$ cat config.mk
export PLATFORM = sky130hd
export DESIGN_NAME = if_prefetch_stage
export DESIGN_NICKNAME = d
export VERILOG_FILES = /design/src/rtl/if_pkg.sv /design/src/rtl/if_fifo.sv /design/src/rtl/if_prefetch_stage.sv
export SDC_FILE = /design/constraint.sdc
export NUM_CORES = 1
export LEC_CHECK = 0
export CORE_AREA = 2 2 175 177
export DETAILED_ROUTE_END_ITERATION = 10
export DIE_AREA = 0 0 177 179
export PLACE_DENSITY = 0.7
export REMOVE_ABC_BUFFERS = 1
export SYNTH_ARGS = -nofsm -noshare
export SYNTH_HDL_FRONTEND = slang
export SYNTH_SLANG_ARGS = --single-unit
$ cat constraint.sdc
create_clock -name clk -period 7 [get_ports clk]
set_input_delay 1.75 -clock clk [delete_from_list [all_inputs] [get_ports clk]]
set_output_delay 1.75 -clock clk [all_outputs]
set_load 0.03 [all_outputs]
$ cat src/rtl/if_pkg.sv
// Shared defaults and the fetch-entry type for the instruction prefetch stage.
package if_pkg;

  localparam int unsigned ADDR_W_DEF  = 32;
  localparam int unsigned INSTR_W_DEF = 32;
  localparam int unsigned DEPTH_DEF   = 4;
  localparam int unsigned PC_STEP_DEF = 4;
  localparam logic [ADDR_W_DEF-1:0] RESET_PC_DEF = '0;

  // One buffered instruction; pc is the fetch address plus PC_STEP.
  typedef struct packed {
    logic [INSTR_W_DEF-1:0] instruction;
    logic [ADDR_W_DEF-1:0]  pc;
  } fetch_entry_t;

endpackage

$ cat src/rtl/if_fifo.sv
// Synchronous DEPTH-entry FIFO with flush; flush wins over push and pop.
module if_fifo #(
  parameter int unsigned WIDTH = 64,
  parameter int unsigned DEPTH = 4
) (
  input  logic                       clk,
  input  logic                       rst,
  input  logic                       flush,
  input  logic                       push,
  input  logic [WIDTH-1:0]           wdata,
  input  logic                       pop,
  output logic [WIDTH-1:0]           rdata,
  output logic [$clog2(DEPTH+1)-1:0] count,
  output logic                       empty,
  output logic                       full
);

  localparam int unsigned PtrW = $clog2(DEPTH);
  localparam int unsigned CntW = $clog2(DEPTH + 1);
  localparam logic [CntW-1:0] DepthCnt = CntW'(DEPTH);

  logic [WIDTH-1:0] mem_q [DEPTH];
  logic [PtrW-1:0]  wptr_q, rptr_q;
  logic [CntW-1:0]  count_q;
  logic             do_push, do_pop;

  always_comb begin
    empty   = (count_q == '0);
    full    = (count_q == DepthCnt);
    count   = count_q;
    rdata   = mem_q[rptr_q];
    do_push = push && !full;
    do_pop  = pop && !empty;
  end

  always_ff @(posedge clk or posedge rst) begin
    if (rst) begin
      wptr_q  <= '0;
      rptr_q  <= '0;
      count_q <= '0;
    end else if (flush) begin
      wptr_q  <= '0;
      rptr_q  <= '0;
      count_q <= '0;
    end else begin
      if (do_push) wptr_q <= wptr_q + PtrW'(1);
      if (do_pop)  rptr_q <= rptr_q + PtrW'(1);
      case ({do_push, do_pop})
        2'b10:   count_q <= count_q + CntW'(1);
        2'b01:   count_q <= count_q - CntW'(1);
        default: count_q <= count_q;
      endcase
    end
  end

  // Storage needs no reset; occupancy is tracked by the pointers.
  always_ff @(posedge clk) begin
    if (do_push && !flush) mem_q[wptr_q] <= wdata;
  end

endmodule

$ cat src/rtl/if_prefetch_stage.sv
// Instruction prefetch stage: issues in-order fetches into a small buffer, flushes on branch.
// Defining IF_PERF_CNT_EN adds stall_cycles, empty_cycles and flush_count outputs.
module if_prefetch_stage
  import if_pkg::*;
#(
  parameter int unsigned       ADDR_W   = ADDR_W_DEF,
  parameter int unsigned       INSTR_W  = INSTR_W_DEF,
  parameter int unsigned       DEPTH    = DEPTH_DEF,
  parameter int unsigned       PC_STEP  = PC_STEP_DEF,
  parameter logic [ADDR_W-1:0] RESET_PC = ADDR_W'(RESET_PC_DEF)
) (
  input  logic               clk,
  input  logic               rst,
  input  logic               freeze,
  input  logic               branch_taken,
  input  logic [ADDR_W-1:0]  branch_addr,
  output logic               imem_req,
  output logic [ADDR_W-1:0]  imem_addr,
  input  logic               imem_gnt,
  input  logic               imem_rvalid,
  input  logic [INSTR_W-1:0] imem_rdata,
  output logic               instr_valid,
  output logic [INSTR_W-1:0] instruction,
  output logic [ADDR_W-1:0]  pc
`ifdef IF_PERF_CNT_EN
  ,
  output logic [31:0]        stall_cycles,
  output logic [31:0]        empty_cycles,
  output logic [31:0]        flush_count
`endif
);

  localparam int unsigned CntW   = $clog2(DEPTH + 1);
  localparam int unsigned EntryW = INSTR_W + ADDR_W;
  localparam logic [CntW:0] DepthSum = (CntW + 1)'(DEPTH);
  localparam logic [ADDR_W-1:0] Step = ADDR_W'(PC_STEP);

  logic [ADDR_W-1:0] fetch_pc_q, fetch_pc_d;
  logic [ADDR_W-1:0] resp_pc_q, resp_pc_d;
  logic [CntW-1:0]   outstanding_q, outstanding_d;
  logic [CntW-1:0]   discard_q, discard_d;
  logic [CntW-1:0]   fifo_count;
  logic [CntW:0]     inflight;
  logic [EntryW-1:0] fifo_rdata;
  logic              fifo_empty, fifo_full;
  logic              grant, resp_ok, push, pop;

  if_fifo #(
    .WIDTH(EntryW),
    .DEPTH(DEPTH)
  ) u_fifo (
    .clk  (clk),
    .rst  (rst),
    .flush(branch_taken),
    .push (push),
    .wdata({imem_rdata, resp_pc_q + Step}),
    .pop  (pop),
    .rdata(fifo_rdata),
    .count(fifo_count),
    .empty(fifo_empty),
    .full (fifo_full)
  );

  always_comb begin
    inflight    = {1'b0, fifo_count} + {1'b0, outstanding_q};
    imem_req    = !rst && !branch_taken && (inflight < DepthSum);
    imem_addr   = fetch_pc_q;
    grant       = imem_req && imem_gnt;
    resp_ok     = imem_rvalid && (outstanding_q != '0);
    push        = resp_ok && !branch_taken && (discard_q == '0);
    instr_valid = !fifo_empty;
    pop         = instr_valid && !freeze && !branch_taken;
    instruction = instr_valid ? fifo_rdata[EntryW-1 -: INSTR_W] : '0;
    pc          = instr_valid ? fifo_rdata[ADDR_W-1:0] : '0;
  end

  always_comb begin
    fetch_pc_d    = fetch_pc_q;
    resp_pc_d     = resp_pc_q;
    outstanding_d = outstanding_q;
    discard_d     = discard_q;

    case ({grant, resp_ok})
      2'b10:   outstanding_d = outstanding_q + CntW'(1);
      2'b01:   outstanding_d = outstanding_q - CntW'(1);
      default: outstanding_d = outstanding_q;
    endcase

    // resp_pc tracks the address of the oldest response that will be kept.
    if (branch_taken) begin
      fetch_pc_d = branch_addr;
      resp_pc_d  = branch_addr;
      discard_d  = outstanding_q - CntW'(resp_ok);
    end else begin
      if (grant) fetch_pc_d = fetch_pc_q + Step;
      if (push)  resp_pc_d  = resp_pc_q + Step;
      if (resp_ok && (discard_q != '0)) discard_d = discard_q - CntW'(1);
    end
  end

  always_ff @(posedge clk or posedge rst) begin
    if (rst) begin
      fetch_pc_q    <= RESET_PC;
      resp_pc_q     <= RESET_PC;
      outstanding_q <= '0;
      discard_q     <= '0;
    end else begin
      fetch_pc_q    <= fetch_pc_d;
      resp_pc_q     <= resp_pc_d;
      outstanding_q <= outstanding_d;
      discard_q     <= discard_d;
    end
  end

`ifdef IF_PERF_CNT_EN
  always_ff @(posedge clk or posedge rst) begin
    if (rst) begin
      stall_cycles <= '0;
      empty_cycles <= '0;
      flush_count  <= '0;
    end else begin
      if (instr_valid && freeze) stall_cycles <= stall_cycles + 32'd1;
      if (!instr_valid)          empty_cycles <= empty_cycles + 32'd1;
      if (branch_taken)          flush_count  <= flush_count + 32'd1;
    end
  end
`endif

  // A response with nothing in flight is ignored above; flag it for the integrator.
  a_orphan_resp: assert property (@(posedge clk) disable iff (rst)
    !(imem_rvalid && (outstanding_q == '0)));

  a_no_overflow: assert property (@(posedge clk) disable iff (rst)
    !(push && fifo_full));

endmodule
# Word-level counts from Yosys, hierarchy flattened
# Memories as Yosys holds them, arrays and structs flattened.
# Index checks and enable logic that the tools add are counted.
[word_totals] mem_bits_rw=256 n_memories=1 output_inout_bits=98 reg_bits=77 word_cells=70
[mem_list] memory="u_fifo.mem_q" words=4 word_bits=64 read_ports=1 rd_clocked_by_memory_dff=0 write_ports=1 line="if_fifo.sv:22" source="logic [WIDTH-1:0] mem_q [DEPTH];"
[classes] magnitude_cmp=1 n_reduce_logical=28 eq_ne=5 mux=17 n_addsub=11
[ops] operator="$mux 32" count=6
[ops] operator="$add 32x3->32 const B" count=2
[ops] operator="$logic_and 1x1->1" count=12
[ops] operator="$pmux 3 s2" count=2
[ops] operator="$reduce_bool 2->1" count=6
[ops] operator="$mux 3" count=3
[ops] operator="$reduce_bool 3->1" count=3
[ops] operator="$sub 3x1->3 const B" count=3
[ops] operator="$mux 2" count=4
[ops] operator="$add 3x1->3 const B" count=2
[ops] operator="$logic_not 3->1" count=2
[ops] operator="$logic_not 1->1" count=5
[ops] operator="$add 2x1->2 const B" count=2
[ops] operator="$add 3x3->4" count=1
[ops] operator="$eq 2x1->1 const B" count=2
[ops] operator="$eq 2x2->1 const B" count=2
[ops] operator="$lt 4x3->1 const B" count=1
[ops] operator="$eq 3x3->1 const B" count=1
[ops] operator="$sub 3x1->3" count=1
[ops] operator="$mux 1" count=2

# Logic depth before layout (Yosys ltp)
# Gate-level depths: netlist of the first run.
[depth] word_depth=8 ltp_mapped=11

# By module
# From an unflattened synthesis of the first run, not the netlist that was laid out.
[hier_totals] cells_unflattened=977 area_unflattened_um2=14629.0
[by_module_without_submodules] module="if_fifo" seq_area_each_um2=7862.5 n_inst=1 cells_each=397 area_each_um2=9791.9
[by_module_without_submodules] module="if_prefetch_stage" seq_area_each_um2=1751.7 n_inst=1 cells_each=580 area_each_um2=4837.1

# Least setup slack after synthesis of the first run
# Ideal clock, no wire load.
[synth_timing] path_kind="input port to output port" start="input port branch_taken" end="output port imem_req" setup_slack_ns=2.100 arrival_ns=3.150 stages=3 path_cell_list="buf_6 > or3_4 > nor4_1"
[synth_via] elab_chain_len=3
[synth_lines] element="from (decl)" line="if_prefetch_stage.sv:15" source="input logic branch_taken,"
[synth_lines] element="$logic_not 1->1" line="if_prefetch_stage.sv:66" source="imem_req = !rst && !branch_taken && (inflight < DepthSum);"
[synth_lines] element="$logic_and 1x1->1 (2 in series)" line="if_prefetch_stage.sv:66"
[synth_lines] element="to (decl)" line="if_prefetch_stage.sv:17" source="output logic imem_req,"
# Every way passes these cells.

# Final worst setup path of the first run
[layout_timing] start="input port rst" end="output port imem_req"
[layout_via] elab_chain_len=3
[layout_lines] element="from (decl)" line="if_prefetch_stage.sv:13" source="input logic rst,"
[layout_lines] element="$logic_not 1->1 (no line)"
[layout_lines] element="$logic_and 1x1->1 (2 in series)" line="if_prefetch_stage.sv:66"
# Every way passes these cells.

==> results of run 1 <==
[worst register-to-register path, stage by stage (launching register included)]
cell and delay [ns]:
dfrtp_1 0.36, inv_1 0.11, ha_1 0.17, nor3b_1 0.38, o311a_1 0.50, and2_4 0.86
[cells in the mapped netlist, types with 5 or more instances]
library cell    n
inv_1          27
mux2_2         12
a31oi_1         9
dfrtp_1        77
nor2_1         31
nor3_1          9
o211ai_1        9
o311ai_0       10
buf_1           9
a21boi_0        5
xnor2_1        42
and3_1         11
xor2_1         34
ha_1           13
a21oi_1         5
nand3_1        35
nand2_1        62
and2_1         74
and4_1          6
mux4_2         64
edfxtp_1      256
nand4_1        26
clkbuf_1       34
o21ai_0        36
nor4_1          8
[where the power goes]
part	switching (mW)	total (mW)	internal, mW
clock	0.751	1.91	1.16
combinational	0.744	1.35	0.609
sequential	0.129	2.39	2.26
total	1.62	5.65	4.03
[final timing paths]
check / from / endpoint / slack [ns] / cells after the start
max in group asynchronous: rst / u_fifo.rptr_q[0]$_DFFE_PP0P_ / 4.40 / 3
min in group asynchronous: rst / u_fifo.count[2]$_DFFE_PP0P_ / 1.89 / 3
hold reg to reg: imem_addr[0]$_DFFE_PP0P_ / imem_addr[0]$_DFFE_PP0P_ / 0.52 / 2
setup / recovery: rst / imem_req / 1.77 / 4
setup reg to reg: discard_q[0]$_DFFE_PP0P_ / u_fifo.mem_q[1][50]$_DFFE_PP_ / 4.12 / 5
hold / removal: imem_addr[0]$_DFFE_PP0P_ / imem_addr[0]$_DFFE_PP0P_ / 0.52 / 2
[cell families after synthesis]
kind of cell,synth area share [%]
simple gates,10.60
buf+inv,2.067
xor+xnor,4.601
mux,11.04
flops,66.45
compound gates,3.840
fa+ha+maj,1.401
[layout by cell type (no fill, tap or decap), drive strengths merged, types with 11 or more instances in the layout]
cell type	instances
clkbuf	39
mux2	12
nor3	11
dfrtp	77
edfxtp	256
nand4	26
nand2	62
xor2	34
xnor2	42
inv	31
and2	74
and3	11
buf	11
mux4	64
ha	13
nand3	36
clkinv	16
o21ai	36
clkdlybuf4s50	166
nor2	31
[flip-flops by register name, summed over array words and instances, names as in the netlist]
register / count
u_fifo.count: 3
outstanding_q: 3
u_fifo.rptr_q: 2
imem_addr: 32
u_fifo.wptr_q: 2
u_fifo.mem_q: 256
discard_q: 3
resp_pc_q: 32
[through the flow]
| step | setup WS, ns | util, % | instances | cell area [um2] | total power, mW |
|---|---|---|---|---|---|
| finish | 1.768 | 59.10 | 1537 | 17750 | 5.650 |
| global route | 1.682 | 59.10 | 1537 | 17750 | 5.913 |
| CTS | 1.744 | 59.10 | 1537 | 17750 | 5.730 |
| detailed placement | 1.747 | 55.05 | 1471 | 16530 | 3.806 |
| global placement | 1.728 | 55.05 | 1471 | 16530 | 3.785 |
| floorplan | 1.740 | - | 898 | 14270 | 3.266 |
[cell type report]
class | instances | area (um2) | area share [%]
tap | 396 | 495.5 | 2.792
clock inverter | 27 | 280.3 | 1.579
sequential | 333 | 9619 | 54.21
clock buffer | 39 | 933.4 | 5.260
timing repair buffer | 177 | 1742 | 9.815
inverter | 28 | 105.1 | 0.5923
multi-input combinational | 537 | 4571 | 25.76
[per-layer routing]
layer	track usage, %	vias up
met4	4.545	0
met1	24.53	4143
met5	0	-
met2	30.59	223
li1	-	3928
met3	2.693	34
==> results by group, run 1 <==
Drt
  • Met1 Wirelength: 12420 um
  • DR vias: 8328
  • Post-route ant nets: 0
  • DR vias/cell: 5.418
  • # DRC: 0
  • Drt pass-1 iters: 5
  • Met3 routed WL: 1310 um
  • Final wirelength: 28210 um
  • Initial DRC Count: around 640
  • Met2 wire length: 14020 um
  • Drt wl/cell: 18.35 um
  • Highest Signal Layer: met4

STA
  • Setup tns final: 0 ns
  • RSZ-0062 raised after global routing: no
  • Max-slew headroom: 28.21%
  • WHS: ~0.52 ns
  • Clock Skew: 0.02338 ns
  • Period utilization: 74.74%
  • Final worst path period need: 5.232 ns
  • Final Hold Violating Endpoints: 0
  • Max Transition Viols Final: 0
  • Setup-failing EPs final: 0
  • Fmax: 191.1 MHz
  • Worst-Margin Slew: ~1.1 ns

Logic synthesis
  • Post-synth top area share: 53.13%
  • Register area share after synthesis: 66.45%
  • Cell variety after synth: 51
  • Yosys Warn Count: 0
  • Syn Area/Cell: 15.31 um2
  • Cells after Synth: between 900 and 1000
  • Synthesized area: about 14000 um2
  • Fraction of registers with async set/reset: 23.12%
  • Synth Register Bits: 333
  • Dominant synthesized flop cell: edfxtp_1
  • Number of synthesized flops with an enable pin: 256
  • Area leader, netlist: edfxtp_1
  • Area contributors post-synth: edfxtp_1, dfrtp_1, mux4_2

Finish
  • Nets@finish: 1198
  • Share of cells above drive strength 1: about 15%
  • N_diodes: 0
  • Area grow syn2layout: 22.66%
  • Fill count: 2329

Worst setup path
  • Worst path bufs/invs: 2
  • Crit end category: output pin
  • Critical path, cell by cell: clkdlybuf4s50_1, or3_4, nor4_1, clkdlybuf4s50_1
  • Startpoint Class: input port
  • Worst path arrival time: approximately 3.5 ns
  • Crit-path leading delay family: buffers and inverters
  • CP max-delay cell: clkdlybuf4s50_1
  • WP data required: 5.25 ns
  • Setup Crit Path Kind: in2out
  • Crit-path most repeated cell: clkdlybuf4s50_1
  • Crit Path Max Fanout: 3
  • CP max stage delay: 0.71 ns

Clock tree
  • CTS max path bufs: 3
  • Worst skew pair latency: about 0.51 ns
  • CTS tree: done
  • Post-CTS setup buffer count: 0
  • CTS Hold Bufs: 0
  • H-tree Lvls: 2
  • Num Clock Sinks: 333
  • PostCTS Resize Cnt: 0
  • CTS buffer count: 36
  • CTS clk-pin slew, worst paths: approximately 0.06 ns
  • CTS Root Cell: clkbuf_16

Floorplan
  • FP Rows: 64
  • Initial Utilization: 48.18%
  • I/O pin cnt: 168
  • Die Y: 179 um
  • Core ar.: 30030 um2
  • Die ar.: approximately 32000 um2
  • Die width: 177 um

Placed design
  • Port Buf Inserts: 167
  • GPL Wtd Cong: 0.8492
  • Hpwl dp: 17330 um

Flow run
  • MaxCap Viol Count: 0

Run status
  • Outcome: finished, final reports clean

Power and ir drop
  • Power Density: 318.4 nW/um2
  • Max VDD drop: 145.0 uV
  • LEAKAGE: 6.001 nW

Global route
  • Vias in the first global route: 8274
  • Initial antenna violation count: 0
  • Total gr overflow: 0
  • First-pass GRT wire length: 44270 um
  • Largest net degree at the start of global routing: between 70 and 80
  • Gr usage total: approximately 18%

Min path
  • Hold crit path type: reg2reg
No activity file was read; power rests on OpenSTA's default activity.
==> run 2: changes to the inputs <==
PLACE_DENSITY = 0.73   (was 0.7)
clock period = 4.49 ns   (was 7 ns; I/O delays follow)
==> results by group, run 2 (synthesis results as in run 1) <==
Run status
  • Outcome: finished, final reports clean (unchanged)

STA
  • Period utilization: 88.54%
  • Worst-Margin Slew: 0.8547 ns (was 1.077 ns)
  • Clock Skew: 0.01756 ns (was 0.02338 ns)
  • Fmax: roughly 250 MHz
  • Max-slew headroom: 43.02% (was 28.21%)
  • Final worst slack: 0.5147 ns (was 1.768 ns)
  • RSZ-0062 raised after global routing: no (unchanged)
  • Final worst path period need: roughly 4.0 ns
  • Setup-failing EPs final: 0 (unchanged)
  • Max Transition Viols Final: 0 (unchanged)
  • Final Hold Violating Endpoints: 0 (unchanged)

Finish
  • Share of cells above drive strength 1: 13.71% (was 14.64%)
  • Area of the multi-input gates: 4571 um2 (unchanged)
  • Nets@finish: 1207 (was 1198)
  • Utilization after layout: 59.02% (was 59.10%)
  • Register area: 9619 um2 (unchanged)
  • Final Non-Filler Cells: 1541 (was 1537)
  • Number of flip-flops in the largest register: 256 (unchanged)
  • Most common cell after layout, fill and taps aside: edfxtp_1 (unchanged)
  • Most flops, register: u_fifo.mem_q (unchanged)
  • Commonest cells after routing, fill and taps aside: edfxtp_1, clkdlybuf4s50_1, dfrtp_1 (unchanged)
  • Fill count: 2338 (was 2329)
  • Area grow syn2layout: 22.50% (was 22.66%)
  • N_diodes: 0 (unchanged)

Drt
  • DR vias/cell: 5.424 (was 5.418)
  • DR vias: 8358 (was 8328)
  • Drt wl/cell: 18.74 um (was 18.35 um)
  • Drt pass-1 iters: 4 (was 5)
  • Initial DRC Count: 508 (was 641)
  • # DRC: 0 (unchanged)
  • Post-route ant nets: 0 (unchanged)
  • Final wirelength: 28870 um (was 28210 um)

Clock tree
  • CTS Hold Bufs: 0 (unchanged)
  • Num Clock Sinks: 333 (unchanged)
  • CTS max path bufs: 3 (unchanged)
  • CTS clk-pin slew, worst paths: 0.06 ns (about the same)
  • CTS buffer count: 34 (was 36)
  • H-tree Lvls: 2 (unchanged)
  • CTS Root Cell: clkbuf_16 (unchanged)
  • Worst skew pair latency: 0.51 ns (about the same)
  • CTS tree: done (unchanged)
  • PostCTS Resize Cnt: 0 (unchanged)
  • Post-CTS setup buffer count: 0 (unchanged)

Power and ir drop
  • Clk pwr share: 30.8% (was 33.8%)
  • Max VDD drop: 235.3 uV (was 145.0 uV)
  • Overall power: 8.442 mW (was 5.650 mW)
  • Power Density: 476.4 nW/um2 (was 318.4 nW/um2)
  • Sw frac: 28.86% (was 28.74%)
  • Combinational share of power: 25.4% (was 24.0%)
  • Net Sw Power: 2.437 mW (was 1.624 mW)
  • Internal: 6.006 mW (was 4.026 mW)
  • Sequential cell fraction of total power: 43.8% (was 42.3%)
  • LEAKAGE: 5.974 nW (was 6.001 nW)

Worst setup path
  • Crit Path Max Fanout: 3 (unchanged)
  • Worst path arrival time: 2.85 ns (was 3.48 ns)
  • WP data required: 3.37 ns (was 5.25 ns)
  • Setup Crit Path Kind: in2out (unchanged)
  • Startpoint Class: input port (unchanged)
  • Crit end category: output pin (unchanged)

Placed design
  • Hpwl dp: 18890 um (was 17330 um)
  • Pre-CTS setup slack: 0.4947 ns (was 1.747 ns)
  • GPL Wtd Cong: 0.8278 (was 0.8492)
  • Port Buf Inserts: 167 (unchanged)
  • Placed cells: 1482 (was 1471)

Min path
  • Hold crit path type: reg2reg (unchanged)

Floorplan
  • Die Y: 179 um (unchanged)
  • Die width: 177 um (unchanged)
  • Core ar.: 30030 um2 (unchanged)
  • Initial Utilization: 48.18% (unchanged)
  • Die ar.: 31680 um2 (unchanged)
  • I/O pin cnt: 168 (unchanged)
  • FP Rows: 64 (unchanged)

Global route
  • Gr usage total: 18.40% (was 18.00%)
  • Initial antenna violation count: 1 (was 0)
  • First-pass GRT wire length: 45350 um (was 44270 um)
  • Total gr overflow: 0 (unchanged)
  • Vias in the first global route: 8438 (was 8274)
  • Largest net degree at the start of global routing: 66 (was 78)

Flow run
  • MaxCap Viol Count: 0 (unchanged)
==> run 2: cell types whose count changed in the layout (fill, tap and decap cells not counted), moves of 2 or more <==
cell        delta
clkinvlp_4     -3
buf_12         +7
buf_4          +4
clkbuf_1      +13
clkinv_2       -9
inv_6          -3
clkinv_4       -2
bufinv_16      -5
==> run 2: routing by layer <==
layer / global-route usage, % / vias up / routed length [um]
met5: 0 / - / 0
met4: 5.062 / 0 / 520
met3: 2.735 / 38 / 1252
met2: 30.95 / 231 / 14160
met1: 25.17 / 4157 / 12950
li1: - / 3932 / -
==> run 2: stage by stage <==
stage / instance area, um2 / hold slack [ns] / TNS (ns)
floorplan: 14270 / 0.4718 / -9.147
global placement: 16700 / 0.4913 / 0
CTS: 17720 / 0.5149 / 0
finish: 17720 / 0.5104 / 0
detailed placement: 16700 / 0.5021 / 0
global route: 17720 / 0.5271 / 0
==> run 2: path summary, 6_finish.rpt <==
kind,start,to,slack [ns],cells past startpoint
setup / recovery,rst,imem_req,0.51,4
hold / removal,outstanding_q[0]$_DFFE_PP0P_,outstanding_q[0]$_DFFE_PP0P_,0.51,1
setup reg to reg,u_fifo.count[2]$_DFFE_PP0P_,imem_addr[18]$_DFFE_PP0P_,1.71,6
hold reg to reg,outstanding_q[0]$_DFFE_PP0P_,outstanding_q[0]$_DFFE_PP0P_,0.51,1
max in group asynchronous,rst,discard_q[0]$_DFFE_PP0P_,2.51,4
min in group asynchronous,rst,u_fifo.count[2]$_DFFE_PP0P_,1.14,3
==> run 2: critical path, cell delays in order <==
cell and delay (ns):
clkdlybuf4s50_1 0.44, or3_4 0.41, nor4_1 0.17, clkdlybuf4s50_1 0.71
==> run 2: final cells by class <==
type | count | area share (%)
sequential | 333 | 54.27
tap | 396 | 2.796
clock buffer | 52 | 5.542
clock inverter | 7 | 0.2188
inverter | 28 | 0.5930
timing repair buffer | 188 | 10.79
multi-input combinational | 537 | 25.79
==> run 2: power groups by stage <==
| stage | registers (mW) | logic (mW) | clock network, mW |
|---|---|---|---|
| after floorplan | 3.84 | 1.25 | 0 |
| after global placement | 3.75 | 2.15 | 0 |
| after detailed placement | 3.76 | 2.18 | 0 |
| after CTS | 3.70 | 2.19 | 2.66 |
| after global routing | 3.72 | 2.33 | 2.79 |
| final | 3.70 | 2.15 | 2.60 |
==> run 3: changes to the inputs <==
DONT_BUFFER_PORTS = 1   (was unset)
PLACE_DENSITY = 0.67   (was 0.73)
==> results by group, run 3 (synthesis results as in run 1) <==
Worst setup path
  • Crit path from: u_fifo.rptr_q[1]$_DFFE_PP0P_ (was rst)
  • Crit end category: output pin (unchanged)
  • Worst path arrival time: 2.34 ns (was 2.85 ns)
  • Reg2Reg Depth: 11 (was 6)
  • CP max stage delay: 0.85 ns (was 0.71 ns)
  • Setup Crit Path Kind: reg2out (was in2out)
  • Critical path, cell by cell: buf_12, mux4_2, and2_1 (was clkdlybuf4s50_1, or3_4, nor4_1, clkdlybuf4s50_1)
  • Worst r2r src: u_fifo.count[2]$_DFFE_PP0P_ (unchanged)
  • Startpoint Class: register (was input port)
  • WP data required: 3.37 ns (about the same)
  • CP max-delay cell: dfrtp_2 (was clkdlybuf4s50_1)
  • Crit Path Max Fanout: 38 (was 3)

Run status
  • Outcome: finished, final reports clean (unchanged)

Drt
  • # DRC: 0 (unchanged)
  • Drt pass-1 iters: 4 (unchanged)
  • DR vias: 7777 (was 8358)
  • Highest Signal Layer: met4 (unchanged)
  • Met1 Wirelength: 12160 um (was 12950 um)
  • Met2 wire length: 13640 um (was 14160 um)
  • Final wirelength: 27900 um (was 28870 um)
  • DR vias/cell: 5.677 (was 5.424)
  • Initial DRC Count: 567 (was 508)
  • Drt wl/cell: 20.36 um (was 18.74 um)
  • Post-route ant nets: 0 (unchanged)
  • Met3 routed WL: 1729 um (was 1252 um)

STA
  • RSZ-0062 raised after global routing: no (unchanged)
  • Final worst path period need: 3.461 ns (was 3.975 ns)
  • Setup-failing EPs final: 0 (unchanged)
  • Max Transition Viols Final: 0 (unchanged)
  • Worst-Margin Slew: 0.9392 ns (was 0.8547 ns)
  • Max-slew headroom: 37.38% (was 43.02%)
  • Period utilization: 77.09% (was 88.54%)
  • WHS: 0.5116 ns (was 0.5104 ns)
  • Final Hold Violating Endpoints: 0 (unchanged)
  • Clock Skew: 0.01863 ns (was 0.01756 ns)
  • Fmax: 288.9 MHz (was 251.6 MHz)

Power and ir drop
  • Max VDD drop: 259.3 uV (was 235.3 uV)
  • LEAKAGE: 5.397 nW (was 5.974 nW)
  • Power Density: 512.6 nW/um2 (was 476.4 nW/um2)
  • Overall power: 8.290 mW (was 8.442 mW)

Finish
  • Most common cell after layout, fill and taps aside: edfxtp_1 (unchanged)
  • N_diodes: 0 (unchanged)
  • Final Non-Filler Cells: 1370 (was 1541)
  • Share of cells above drive strength 1: 16.74% (was 13.71%)
  • Most flops, register: u_fifo.mem_q (unchanged)
  • Nets@finish: 1034 (was 1207)
  • Area grow syn2layout: 11.77% (was 22.50%)
  • Commonest cells after routing, fill and taps aside: edfxtp_1, dfrtp_1, and2_1 (was edfxtp_1, clkdlybuf4s50_1, dfrtp_1)
  • Utilization after layout: 53.85% (was 59.02%)
  • Number of flip-flops in the largest register: 256 (unchanged)

Floorplan
  • Die width: 177 um (unchanged)
  • Initial Utilization: 48.18% (unchanged)
  • I/O pin cnt: 168 (unchanged)
  • FP Rows: 64 (unchanged)
  • Core ar.: 30030 um2 (unchanged)
  • Die Y: 179 um (unchanged)
  • Die ar.: 31680 um2 (unchanged)

Placed design
  • Hpwl dp: 17850 um (was 18890 um)
  • Placed cells: 1307 (was 1482)
  • Port Buf Inserts: 0 (was 167)
  • GPL Wtd Cong: 0.8119 (was 0.8278)

Global route
  • First-pass GRT wire length: 44270 um (was 45350 um)
  • Initial antenna violation count: 0 (was 1)
  • Vias in the first global route: 8023 (was 8438)
  • Gr usage total: 17.95% (was 18.40%)
  • Largest net degree at the start of global routing: 66 (unchanged)
  • Total gr overflow: 0 (unchanged)

Min path
  • Hold crit path type: reg2reg (unchanged)
  • Hold wc startpoint: resp_pc_q[1]$_DFFE_PP0P_ (was outstanding_q[0]$_DFFE_PP0P_)
  • WHS Path Cells: 0 (was 1)

Clock tree
  • Post-CTS setup buffer count: 0 (unchanged)
  • Num Clock Sinks: 333 (unchanged)
  • Worst skew pair latency: 0.51 ns (about the same)
  • CTS tree: done (unchanged)
  • CTS clk-pin slew, worst paths: 0.06 ns (about the same)
  • CTS Hold Bufs: 0 (unchanged)
  • CTS max path bufs: 3 (unchanged)
  • PostCTS Resize Cnt: 0 (unchanged)
  • CTS buffer count: 36 (was 34)
  • H-tree Lvls: 2 (unchanged)
  • CTS Root Cell: clkbuf_16 (unchanged)

Flow run
  • MaxCap Viol Count: 0 (unchanged)
## run 3: cell types whose count changed in the layout (fill, tap and decap cells not counted), sizes merged
cell	before	now
clkdlybuf4s50	166	0
buf	22	13
clkbuf	52	45
bufinv	0	5
clkinvlp	0	3
clkinv	7	9
inv	28	29
## run 3: path summary, 6_finish.rpt
kind | to | slack, ns
setup / recovery | pc[14] | 1.03
hold / removal | u_fifo.mem_q[2][1]$_DFFE_PP_ | 0.51
setup reg to reg | outstanding_q[2]$_DFFE_PP0P_ | 1.60
hold reg to reg | u_fifo.mem_q[2][1]$_DFFE_PP_ | 0.51
max in group asynchronous | resp_pc_q[9]$_DFFE_PP0N_ | 2.94
min in group asynchronous | discard_q[2]$_DFFE_PP0P_ | 0.64
## run 3: metal layers
layer / global-route usage (%) / vias to the layer above
li1: - / 3595
met1: 23.92 / 3939
met2: 30.20 / 216
met3: 4.198 / 27
met4: 3.994 / 0
met5: 0 / -
## run 3: stage by stage
stage	setup TNS, ns	setup slack (ns)	cell area, um2
after global placement	0	1.262	14970
final	0	1.029	16170
after CTS	0	0.9121	16170
after detailed placement	0	1.261	14970
after floorplan	-9.147	-0.1429	14270
after global routing	0	0.8036	16170
## run 3: cell type report
class,count,area (um2)
sequential,333,9619
fill,2425,13860
inverter,28,106.4
tap,396,495.5
timing repair buffer,13,172.7
clock inverter,18,224.0
clock buffer,45,975.9
multi-input combinational,537,4577
## run 3: report_power, final
group	leakage (nW)	switching, mW	internal, mW
clock	0.577	1.14	1.83
combinational	1.59	1.03	0.541
sequential	3.23	0.232	3.52
total	5.40	2.40	5.89
## run 3: worst max-delay path, delay by kind of cell (launching register included)
kind	cells	cell delay (ns)
muxes	1	0.36
buffers and inverters	1	0.33
and+or+nand+nor	1	0.28
DFF	1	0.85
